### src/rtl/spi_bridge_pkg.sv
// Shared command codes, FSM states and constants for the SPI pixel bridge.
package spi_bridge_pkg;

    localparam logic [7:0] CMD_WR      = 8'h80;
    localparam logic [7:0] CMD_RD      = 8'h81;
    localparam logic [7:0] CMD_RDRES   = 8'h82;
    localparam logic [7:0] CMD_RDCNT   = 8'h83;
    localparam logic [7:0] CMD_SCR_CLR = 8'h40;
    localparam logic [7:0] CMD_SCR_SET = 8'h41;
    localparam logic [7:0] CMD_BURST   = 8'h55;

    localparam logic [7:0] FEED_IDLE   = 8'hFF;

    typedef enum logic [2:0] {
        CMD,
        ADDR,
        DATA,
        BURST,
        SKIP
    } state_e;

endpackage

### src/rtl/spi_byte_packer.sv
// Packs burst bytes MSB-first into PIX_BYTES-wide pixels with a one-cycle valid pulse.
module spi_byte_packer #(
    parameter int unsigned PIX_BYTES = 6
) (
    input  logic                   clk_p,
    input  logic                   rst_p,
    input  logic                   clr_i,
    input  logic                   byte_vld_i,
    input  logic [7:0]             byte_i,
    output logic [PIX_BYTES*8-1:0] pix_o,
    output logic                   pix_vld_o
);

    localparam int unsigned PIX_W = PIX_BYTES * 8;
    localparam int unsigned BC_W  = (PIX_BYTES > 1) ? $clog2(PIX_BYTES) : 1;

    logic [BC_W-1:0]  bcnt_q, bcnt_d;
    logic [PIX_W-1:0] shift_q, shift_d;
    logic [PIX_W-1:0] pix_q, pix_d;
    logic             vld_q, vld_d;
    logic             last_c;

    always_comb begin
        bcnt_d  = bcnt_q;
        shift_d = shift_q;
        pix_d   = pix_q;
        vld_d   = 1'b0;
        last_c  = (bcnt_q == BC_W'(PIX_BYTES - 1));
        if (clr_i) begin
            bcnt_d  = '0;
            shift_d = '0;
        end else if (byte_vld_i) begin
            // Keep only the newest PIX_BYTES bytes; the oldest ends up in the MSB byte.
            shift_d = PIX_W'({shift_q, byte_i});
            if (last_c) begin
                bcnt_d = '0;
                pix_d  = shift_d;
                vld_d  = 1'b1;
            end else begin
                bcnt_d = bcnt_q + BC_W'(1);
            end
        end
    end

    always_ff @(posedge clk_p) begin
        if (rst_p) begin
            bcnt_q  <= '0;
            shift_q <= '0;
            pix_q   <= '0;
            vld_q   <= 1'b0;
        end else begin
            bcnt_q  <= bcnt_d;
            shift_q <= shift_d;
            pix_q   <= pix_d;
            vld_q   <= vld_d;
        end
    end

    assign pix_o     = pix_q;
    assign pix_vld_o = vld_q;

endmodule

### src/rtl/spi_pixel_bridge.sv
// SPI command decoder, register file and burst pixel streamer between the SPI byte
// interface and the vision pipeline.
module spi_pixel_bridge
    import spi_bridge_pkg::*;
#(
    parameter int unsigned REG_N     = 8,
    parameter int unsigned PIX_BYTES = 6,
    parameter int unsigned RES_N     = 9,
    parameter int unsigned CNT_W     = 20
) (
    input  logic                   clk_p,
    input  logic                   rst_p,
    input  logic                   css_i,
    input  logic                   byte_vld_i,
    input  logic [7:0]             byte_i,
    output logic [7:0]             feed_o,
    input  logic [RES_N*8-1:0]     res_i,
    output logic [REG_N*8-1:0]     regs_o,
    output logic [PIX_BYTES*8-1:0] pix_o,
    output logic                   pix_vld_o,
    output logic                   scr_rst_o,
    output logic                   burst_o,
    output logic                   ovr_o
);

    localparam int unsigned EXT_W = 24;

    state_e             state_q, state_d;
    logic [7:0]         cmd_q, cmd_d;
    logic [7:0]         addr_q, addr_d;
    logic [7:0]         feed_q, feed_d;
    logic [REG_N*8-1:0] regs_q, regs_d;
    logic [CNT_W-1:0]   cnt_q, cnt_d;
    logic               scr_q, scr_d;
    logic               burst_q, burst_d;
    logic               ovr_q, ovr_d;
    logic               acc_c;
    logic               burst_byte_c;
    logic [EXT_W-1:0]   cnt_ext_c;

    // A byte only counts while the frame is selected.
    assign acc_c     = css_i & byte_vld_i;
    assign cnt_ext_c = EXT_W'(cnt_q);

    always_comb begin
        state_d      = state_q;
        cmd_d        = cmd_q;
        addr_d       = addr_q;
        feed_d       = feed_q;
        regs_d       = regs_q;
        cnt_d        = cnt_q;
        scr_d        = scr_q;
        ovr_d        = ovr_q;
        burst_byte_c = 1'b0;

        if (pix_vld_o) begin
            cnt_d = cnt_q + CNT_W'(1);
        end
        if (acc_c && pix_vld_o) begin
            ovr_d = 1'b1;
        end

        if (!css_i) begin
            state_d = CMD;
            feed_d  = FEED_IDLE;
        end else if (acc_c) begin
            feed_d = FEED_IDLE;
            case (state_q)
                CMD: begin
                    cmd_d = byte_i;
                    case (byte_i)
                        CMD_WR, CMD_RD, CMD_RDRES, CMD_RDCNT: state_d = ADDR;
                        CMD_BURST: state_d = BURST;
                        CMD_SCR_CLR: begin
                            scr_d   = 1'b0;
                            state_d = SKIP;
                        end
                        CMD_SCR_SET: begin
                            scr_d   = 1'b1;
                            cnt_d   = '0;
                            ovr_d   = 1'b0;
                            state_d = SKIP;
                        end
                        default: state_d = SKIP;
                    endcase
                end
                ADDR: begin
                    addr_d  = byte_i;
                    state_d = (cmd_q == CMD_WR) ? DATA : SKIP;
                    case (cmd_q)
                        CMD_RD:
                            feed_d = (32'(byte_i) < REG_N) ? regs_q[32'(byte_i)*8 +: 8] : 8'h00;
                        CMD_RDRES:
                            feed_d = (32'(byte_i) < RES_N) ? res_i[32'(byte_i)*8 +: 8] : 8'h00;
                        CMD_RDCNT: begin
                            case (byte_i)
                                8'd0:    feed_d = cnt_ext_c[7:0];
                                8'd1:    feed_d = cnt_ext_c[15:8];
                                8'd2:    feed_d = cnt_ext_c[23:16];
                                default: feed_d = 8'h00;
                            endcase
                        end
                        default: feed_d = FEED_IDLE;
                    endcase
                end
                DATA: begin
                    if (32'(addr_q) < REG_N) begin
                        regs_d[32'(addr_q)*8 +: 8] = byte_i;
                    end
                    state_d = SKIP;
                end
                BURST: begin
                    burst_byte_c = 1'b1;
                    feed_d = (32'(regs_q[7:0]) < RES_N) ? res_i[32'(regs_q[7:0])*8 +: 8] : 8'h00;
                end
                SKIP:    state_d = SKIP;
                default: state_d = CMD;
            endcase
        end

        burst_d = (state_d == BURST);
    end

    always_ff @(posedge clk_p) begin
        if (rst_p) begin
            state_q <= CMD;
            cmd_q   <= '0;
            addr_q  <= '0;
            feed_q  <= FEED_IDLE;
            regs_q  <= '0;
            cnt_q   <= '0;
            scr_q   <= 1'b0;
            burst_q <= 1'b0;
            ovr_q   <= 1'b0;
        end else begin
            state_q <= state_d;
            cmd_q   <= cmd_d;
            addr_q  <= addr_d;
            feed_q  <= feed_d;
            regs_q  <= regs_d;
            cnt_q   <= cnt_d;
            scr_q   <= scr_d;
            burst_q <= burst_d;
            ovr_q   <= ovr_d;
        end
    end

    spi_byte_packer #(
        .PIX_BYTES(PIX_BYTES)
    ) u_packer (
        .clk_p     (clk_p),
        .rst_p     (rst_p),
        .clr_i     (~css_i),
        .byte_vld_i(burst_byte_c),
        .byte_i    (byte_i),
        .pix_o     (pix_o),
        .pix_vld_o (pix_vld_o)
    );

    assign feed_o    = feed_q;
    assign regs_o    = regs_q;
    assign scr_rst_o = scr_q;
    assign burst_o   = burst_q;
    assign ovr_o     = ovr_q;

endmodule
### config.mk
export PLATFORM = sky130hd
export DESIGN_NAME = spi_pixel_bridge
export DESIGN_NICKNAME = d
export VERILOG_FILES = /design/src/rtl/spi_bridge_pkg.sv /design/src/rtl/spi_byte_packer.sv /design/src/rtl/spi_pixel_bridge.sv
export SDC_FILE = /design/constraint.sdc
export NUM_CORES = 1
export LEC_CHECK = 0
export ABC_CLOCK_PERIOD_IN_PS = 4100
export BUFFER_PORTS_ARGS = -buffer_cell sky130_fd_sc_hd__buf_4
export CELL_PAD_IN_SITES_DETAIL_PLACEMENT = 0
export CELL_PAD_IN_SITES_GLOBAL_PLACEMENT = 1
export CORE_UTILIZATION = 35
export CTS_CLUSTER_DIAMETER = 100
export DETAILED_ROUTE_END_ITERATION = 10
export GPL_TIMING_DRIVEN = 0
export PLACE_DENSITY = 0.75
export RECOVER_POWER = 25
export SLEW_MARGIN = 0
export SYNTH_ARGS = -nofsm -noshare
export SYNTH_HDL_FRONTEND = slang
export SYNTH_HIERARCHICAL = 1
export SYNTH_SLANG_ARGS = --single-unit
### constraint.sdc
create_clock -name clk_p -period 4.1 [get_ports clk_p]
set_clock_uncertainty 0.1 [all_clocks]
set_input_delay 0 -clock clk_p [delete_from_list [all_inputs] [get_ports clk_p]]
set_output_delay 0 -clock clk_p [all_outputs]
set_load 0.005 [all_outputs]
## Word level (Yosys, flattened, before mapping)

Cells that the tools add are included.

| cells by class | value |
|---|---|
| $lt $le $gt $ge | 4 |
| bitwise logic cells | 3 |
| reductions and logical operators | 13 |
| muxes and demuxes | 28 |
| equal/unequal tests | 19 |
| shifts and indexed selects | 5 |
| add/subtract/negate cells | 3 |

Operators with widths:

| kind | count |
|---|---|
| $shiftx A72 B12 Y8 | 2 |
| $mux W20 | 5 |
| $bwmux W64 | 1 |
| $eq A8 B8 Y1 const B | 8 |
| $shift A8 B34 Y64 const A | 1 |
| $shiftx A64 B12 Y8 | 1 |
| $shiftx A8 B34 Y64 | 1 |
| $pmux W8 S3 | 2 |
| $neg A11 Y34 | 1 |
| $lt A8 B4 Y1 const B | 4 |
| $eq A8 B7 Y1 const B | 3 |
| $mux W8 | 3 |
| $add A20 B1 Y20 const B | 1 |
| $pmux W8 S2 | 1 |
| $mux W3 | 4 |
| $pmux W3 S4 | 1 |
| $eq A3 B2 Y1 const B | 3 |
| $mux W1 | 9 |
| $reduce_and A3 Y1 | 3 |
| $eq A8 B1 Y1 const B | 1 |
| $eq A8 B2 Y1 const B | 1 |
| $logic_not A8 Y1 | 1 |
| $reduce_and A4 Y1 | 2 |
| $eq A3 B3 Y1 const B | 2 |
| other kinds (12) | 14 |

| word-level totals | value |
|---|---|
| register bits after elaboration | 206 |
| logic and storage cells | 88 |
| input bits | 84 |
| output and inout port bits | 124 |

## Longest topological paths before layout

| logic depth | value |
|---|---|
| depth in word-level cells | 7 |
| depth in mapped cells | 11 |
| gate-level depth less buffers | 8 |

## Hierarchy

The synthesis kept the hierarchy.

Modules (own cells, without submodules):

| module | seq. area each (um^2) | instances | cells an instance | area each (um^2) |
|---|---|---|---|---|
| spi_pixel_bridge | 2282.2 | 1 | 838 | 7252.0 |
| spi_byte_packer | 1841.8 | 1 | 353 | 3692.3 |

## Worst setup path after synthesis

No wires, ideal clock.

| timing | value |
|---|---|
| path type | register to register |
| start | register addr_q[4] |
| end | register regs_q[24], in the netlist regs_o[24] |
| period minus slack after synthesis | 2870 ps |
| data required time | 3928 ps |
| data arrival time | 2698 ps |
| cell stages (with the launch flop) | 10 |
| path buffers | 3 |
| library setup time | 72 ps |
| path slack | 1230 ps |
| cells stage by stage | dfxtp_1 clkbuf_1 clkbuf_1 nor4b_1 ha_1 or3b_1 o211a_1 buf_6 nor4_4 mux2i_1 |

| on the way | value |
|---|---|
| word-level cells in the longest chain between the ends | 3 |
| elaborated cells between the ends (all ways) | 6 |
| classes of those cells | add/sub (1); order compare (1); shift (2); mux (1); reduce/logical (1) |

Ends and longest elaborated chain:

| element | RTL line | source |
|---|---|---|
| from (decl) | spi_pixel_bridge.sv:30 | `logic [7:0] addr_q, addr_d;` |
| from (signal assigned) | spi_pixel_bridge.sv:138 | `addr_q <= addr_d;` |
| $neg A11 Y34 | spi_pixel_bridge.sv:108 | `regs_d[32'(addr_q)*8 +: 8] = byte_i;` |
| $shiftx A8 B34 Y64 / $shift A8 B34 Y64 (equally long branches) | spi_pixel_bridge.sv:108 |  |
| $bwmux W64 | spi_pixel_bridge.sv:108 |  |
| to (signal assigned) | spi_pixel_bridge.sv:140 | `regs_q <= regs_d;` |
| to (decl) | spi_pixel_bridge.sv:32 | `logic [REG_N*8-1:0] regs_q, regs_d;` |

Parallel ways exist; a longest one is shown, timed or not.
A chain may end at the register's enable or synchronous reset.

## Worst setup path after layout

| timing | value |
|---|---|
| start | input port byte_i[1] |
| end | register feed_q[5], in the netlist feed_o[5] |

| on the way | value |
|---|---|
| word-level cells in the longest chain between the ends | 4 |
| elaborated cells between the ends (all ways) | 12 |
| classes of those cells | order compare (2); eq/ne (2); shift (2); mux (5); reduce/logical (1) |

Ends and longest elaborated chain:

| element | RTL line | source |
|---|---|---|
| from (decl) | spi_pixel_bridge.sv:15 | `input logic [7:0] byte_i,` |
| $shiftx A72 B12 Y8 (tied with other cells) | spi_pixel_bridge.sv:94 | `feed_d = (32'(byte_i) < RES_N) ? res_i[32'(byte_i)*8 +: 8] : 8'h00;` |
| $mux W8 (tied with other cells) | spi_pixel_bridge.sv:94 |  |
| $pmux W8 S3 * | spi_pixel_bridge.sv:90 | `case (cmd_q)` |
| $pmux W8 S2 * | spi_pixel_bridge.sv:68 | `case (state_q)` |
| to (signal assigned) | spi_pixel_bridge.sv:129 | `feed_q <= FEED_IDLE;` |
| to (signal assigned) | spi_pixel_bridge.sv:139 | `feed_q <= feed_d;` |
| to (decl) | spi_pixel_bridge.sv:31 | `logic [7:0] feed_q, feed_d;` |

Every way passes the cells marked *; elsewhere a longest branch is shown, timed or not.

==> results.sh <==
export IMPL_timing_final_ws_setup_ns=0.400
export IMPL_max_cap_violations=0
export IMPL_ys_seq_area_share_pct=37.7
export IMPL_finalCritPeriodShare_pct=90.2
export IMPL_reg2reg_slack_ns=0.54
export IMPL_hp_class="primary input to flip-flop"
export IMPL_crit_chain="dlygate4sd3_1, buf_4, clkbuf_1, buf_2, buf_2, mux2i_1, nor3_1, a2111oi_0, o311ai_0, dlygate4sd3_1"
export IMPL_global_route_overflow_total=0
export IMPL_setup_total_negative_slack_ns=0
export IMPL_final_common_cell="dfxtp_1"
export IMPL_clkSinkCount=206
export IMPL_cell_types_occupying_the_most_area_after_synthesis="dfxtp_1 38%, mux2i_1 14%, mux4_2 6.8%"
export IMPL_initialDrtViolationCount=814
export IMPL_cellInternalPower_w=0.00363
export IMPL_cts_inserted_buffers=24
export IMPL_syn_avg_cell_area_um2=9.19
export IMPL_grt_pass1_wl_um=57400
export IMPL_crit_path_max_fanout=10
export IMPL_place_congestion=0.881
export IMPL_synth_ff_type="dfxtp_1"
export IMPL_cp_required_ns=4.41
export IMPL_num_io_pins=208
export IMPL_wl_um=37800
export IMPL_share_clk_of_total_power_pct=49.3
export IMPL_core_rowCount=64
export IMPL_worst_endpoint_arrival_ns=4.01
export IMPL_power_net_switching_w=0.00107
export IMPL_cts_path_max_buffers=3
export IMPL_synthDominantAreaCellType="dfxtp_1"
export IMPL_path_clk_slew_ns=0.06
export IMPL_synth_async_sr_flop_share_pct=0
export IMPL_drive_gt1_share_pct=21.2
export IMPL_route_detailed_wl_per_inst_um=20.3
export IMPL_grt_start_max_net_pins=14
export IMPL_syn_cell_area_um2=10900
export IMPL_diodes=0
export IMPL_critical_path_slowest_cell="dlygate4sd3_1"
export IMPL_drv_slew=0
export IMPL_cts_post_setup_buffers_inserted=0
export IMPL_swShare_pct=22.8
export IMPL_rsz_0062_raised_after_global_routing="false"
export IMPL_dr_total_vias=10344
export IMPL_worstSkewPairLatency_ns=0.53
export IMPL_run_status="complete, no violations"
export IMPL_timing_fmax_ghz=0.270
export IMPL_seq_power_share_pct=42.9
export IMPL_numPortBuffers=207
export IMPL_cts_hold_buffers_added=26
export IMPL_worstSetupEndpointType="flip-flop"
export IMPL_combinationalPowerShare_pct=7.8
export IMPL_total_leakage_power_nw=4.96
export IMPL_ant_nets=0
export IMPL_overall_track_demand_over_capacity_in_global_routing_pct=23.2
export IMPL_hpwl_um=27900
export IMPL_cts_root_buffer_cell="clkbuf_16"
export IMPL_drt_drc_violations_left=0
export IMPL_report_final_hold_viol_count=0
export IMPL_net_count_reported_at_finish=1538
export IMPL_cts_resized=0
export IMPL_synth_enable_flop_cells=0
export IMPL_synth_top_area_share_pct=37.7
export IMPL_synthesis_instances=1191
export IMPL_timing_max_slew_rel_slack_pct=27.6
export IMPL_grt_pass1_vias=10124
export IMPL_die_height_um=179
export IMPL_synth_seq_cells=206
export IMPL_core_area_um2=30700
export IMPL_finalSetupViolCount=0
export IMPL_area_grow_syn2layout_pct=28.8
export IMPL_detailedRoute_firstPassIterationCount=5
export IMPL_p_per_area_nw_per_um2=333
export IMPL_antenna_found_initial=0
export IMPL_layout_min_cycle_time_ns=3.70
export IMPL_synth_cell_type_count=66
export IMPL_synthesis_nets=1278
export IMPL_viasPerCell=5.55
export IMPL_die_w_um=179
export IMPL_cts_tree="done"
export IMPL_final_cell_mix="206 x dfxtp_1, 151 x mux2i_1, 129 x buf_4, 110 x nand2b_1, 97 x nor2_1"
export IMPL_initial_utilization_pct=35.7
export IMPL_crit_path_max_incr_delay_ns=0.59
export IMPL_synth_warning_count=6
export IMPL_floorplan_die_area_um2=32000
export IMPL_cts_htree_levels=1
export IMPL_dpl_worst_slack_ns=0.583
export IMPL_worst_slew_pin_transition_ns=1.08
export IMPL_vdd_ir_drop_max_mv=0.224
export IMPL_worst_setup_path_type="primary input to flip-flop"
export IMPL_startpoint_type="primary input"
## synth_stat cells, types with 18 or more instances
cell	number
clkbuf_1	74
nor2_1	97
nor3_1	18
nand4_1	24
mux2i_1	151
nand3_1	54
dfxtp_1	206
xnor2_1	18
a21oi_1	84
o21ai_0	50
nand2_1	58
nand2b_1	110
mux4_2	33
## worst max-delay path, delay by kind of cell
| kind | cells | cell delay, ns |
|---|---|---|
| AO/OA/AOI/OAI | 2 | 0.61 |
| buffers and inverters | 6 | 2.76 |
| multiplexers | 1 | 0.51 |
| AND/OR/NAND/NOR | 1 | 0.11 |
## per-stage QoR
stage	area, um2	power, W	util (%)	hold WS (ns)	cells
2_1_floorplan	10900	0.00224	-	0.0438	1191
5_1_grt	14100	0.00483	45.9	0.0460	1863
3_5_place_dp	13000	0.00241	42.4	0.168	1795
6_report	14100	0.00470	45.9	0.0166	1863
4_1_cts	14100	0.00473	46.0	0.000957	1863
3_3_place_gp	13000	0.00240	42.4	0.159	1794
## kinds of logic (layout without fill, tap and decap cells)
group,count (synthesis),count (layout),share of synthesized area [%]
compound gates,222,222,12.6
xor+xnor,23,23,1.84
fa+ha+maj,3,3,0.343
buf+inv,116,392,4.62
flops,206,206,37.7
mux,190,190,21.2
simple gates,431,431,21.7
## registers in the layout, summed over array words and instances, names as in the netlist, 3 cells and up
| name | flops |
|---|---|
| u_packer/shift_q | 40 |
| u_packer/pix_o | 48 |
| u_packer/bcnt_q | 3 |
| state_q | 3 |
| feed_o | 8 |
| cmd_q | 8 |
| regs_o | 64 |
| cnt_q | 20 |
| addr_q | 8 |
## per-layer routing
layer / share of wire (%) / GRT usage [%] / vias to the layer above
met5: 0 / 0 / -
met4: 3.5 / 8.79 / 0
met3: 7.2 / 4.86 / 90
met2: 46 / 37.3 / 404
met1: 43 / 30.3 / 5022
li1: - / - / 4828
## power groups by stage
stage          Sequential, W  Clock, W  Combinational [W]
2_1_floorplan        0.00206         0           0.000184
3_3_place_gp         0.00206         0           0.000345
5_1_grt              0.00202   0.00242           0.000393
4_1_cts              0.00201   0.00235           0.000367
3_5_place_dp         0.00206         0           0.000346
6_report             0.00201   0.00232           0.000367
## final timing paths
| path | from | end | cells after the start |
|---|---|---|---|
| worst max-delay path | byte_i[1] | feed_o[5] | 10 |
| worst min-delay path | res_i[35] | feed_o[3] | 4 |
| worst min register to register | u_packer/pix_o[31] | u_packer/pix_o[31] | 2 |
| worst max register to register | addr_q[4] | regs_o[12] | 10 |
## area by class of cell
| type | instances | area [um2] |
|---|---|---|
| repair buffers | 234 | 1800 |
| flip-flops and latches | 206 | 4120 |
| inverters | 10 | 37.5 |
| well taps | 396 | 495 |
| multi-input cells | 869 | 6310 |
| fillers | 3003 | 16600 |
| clock inverters | 8 | 146 |
| clock buffers | 34 | 709 |
| plain buffers | 106 | 468 |
Note: power is estimated with default switching activity, not from simulation.
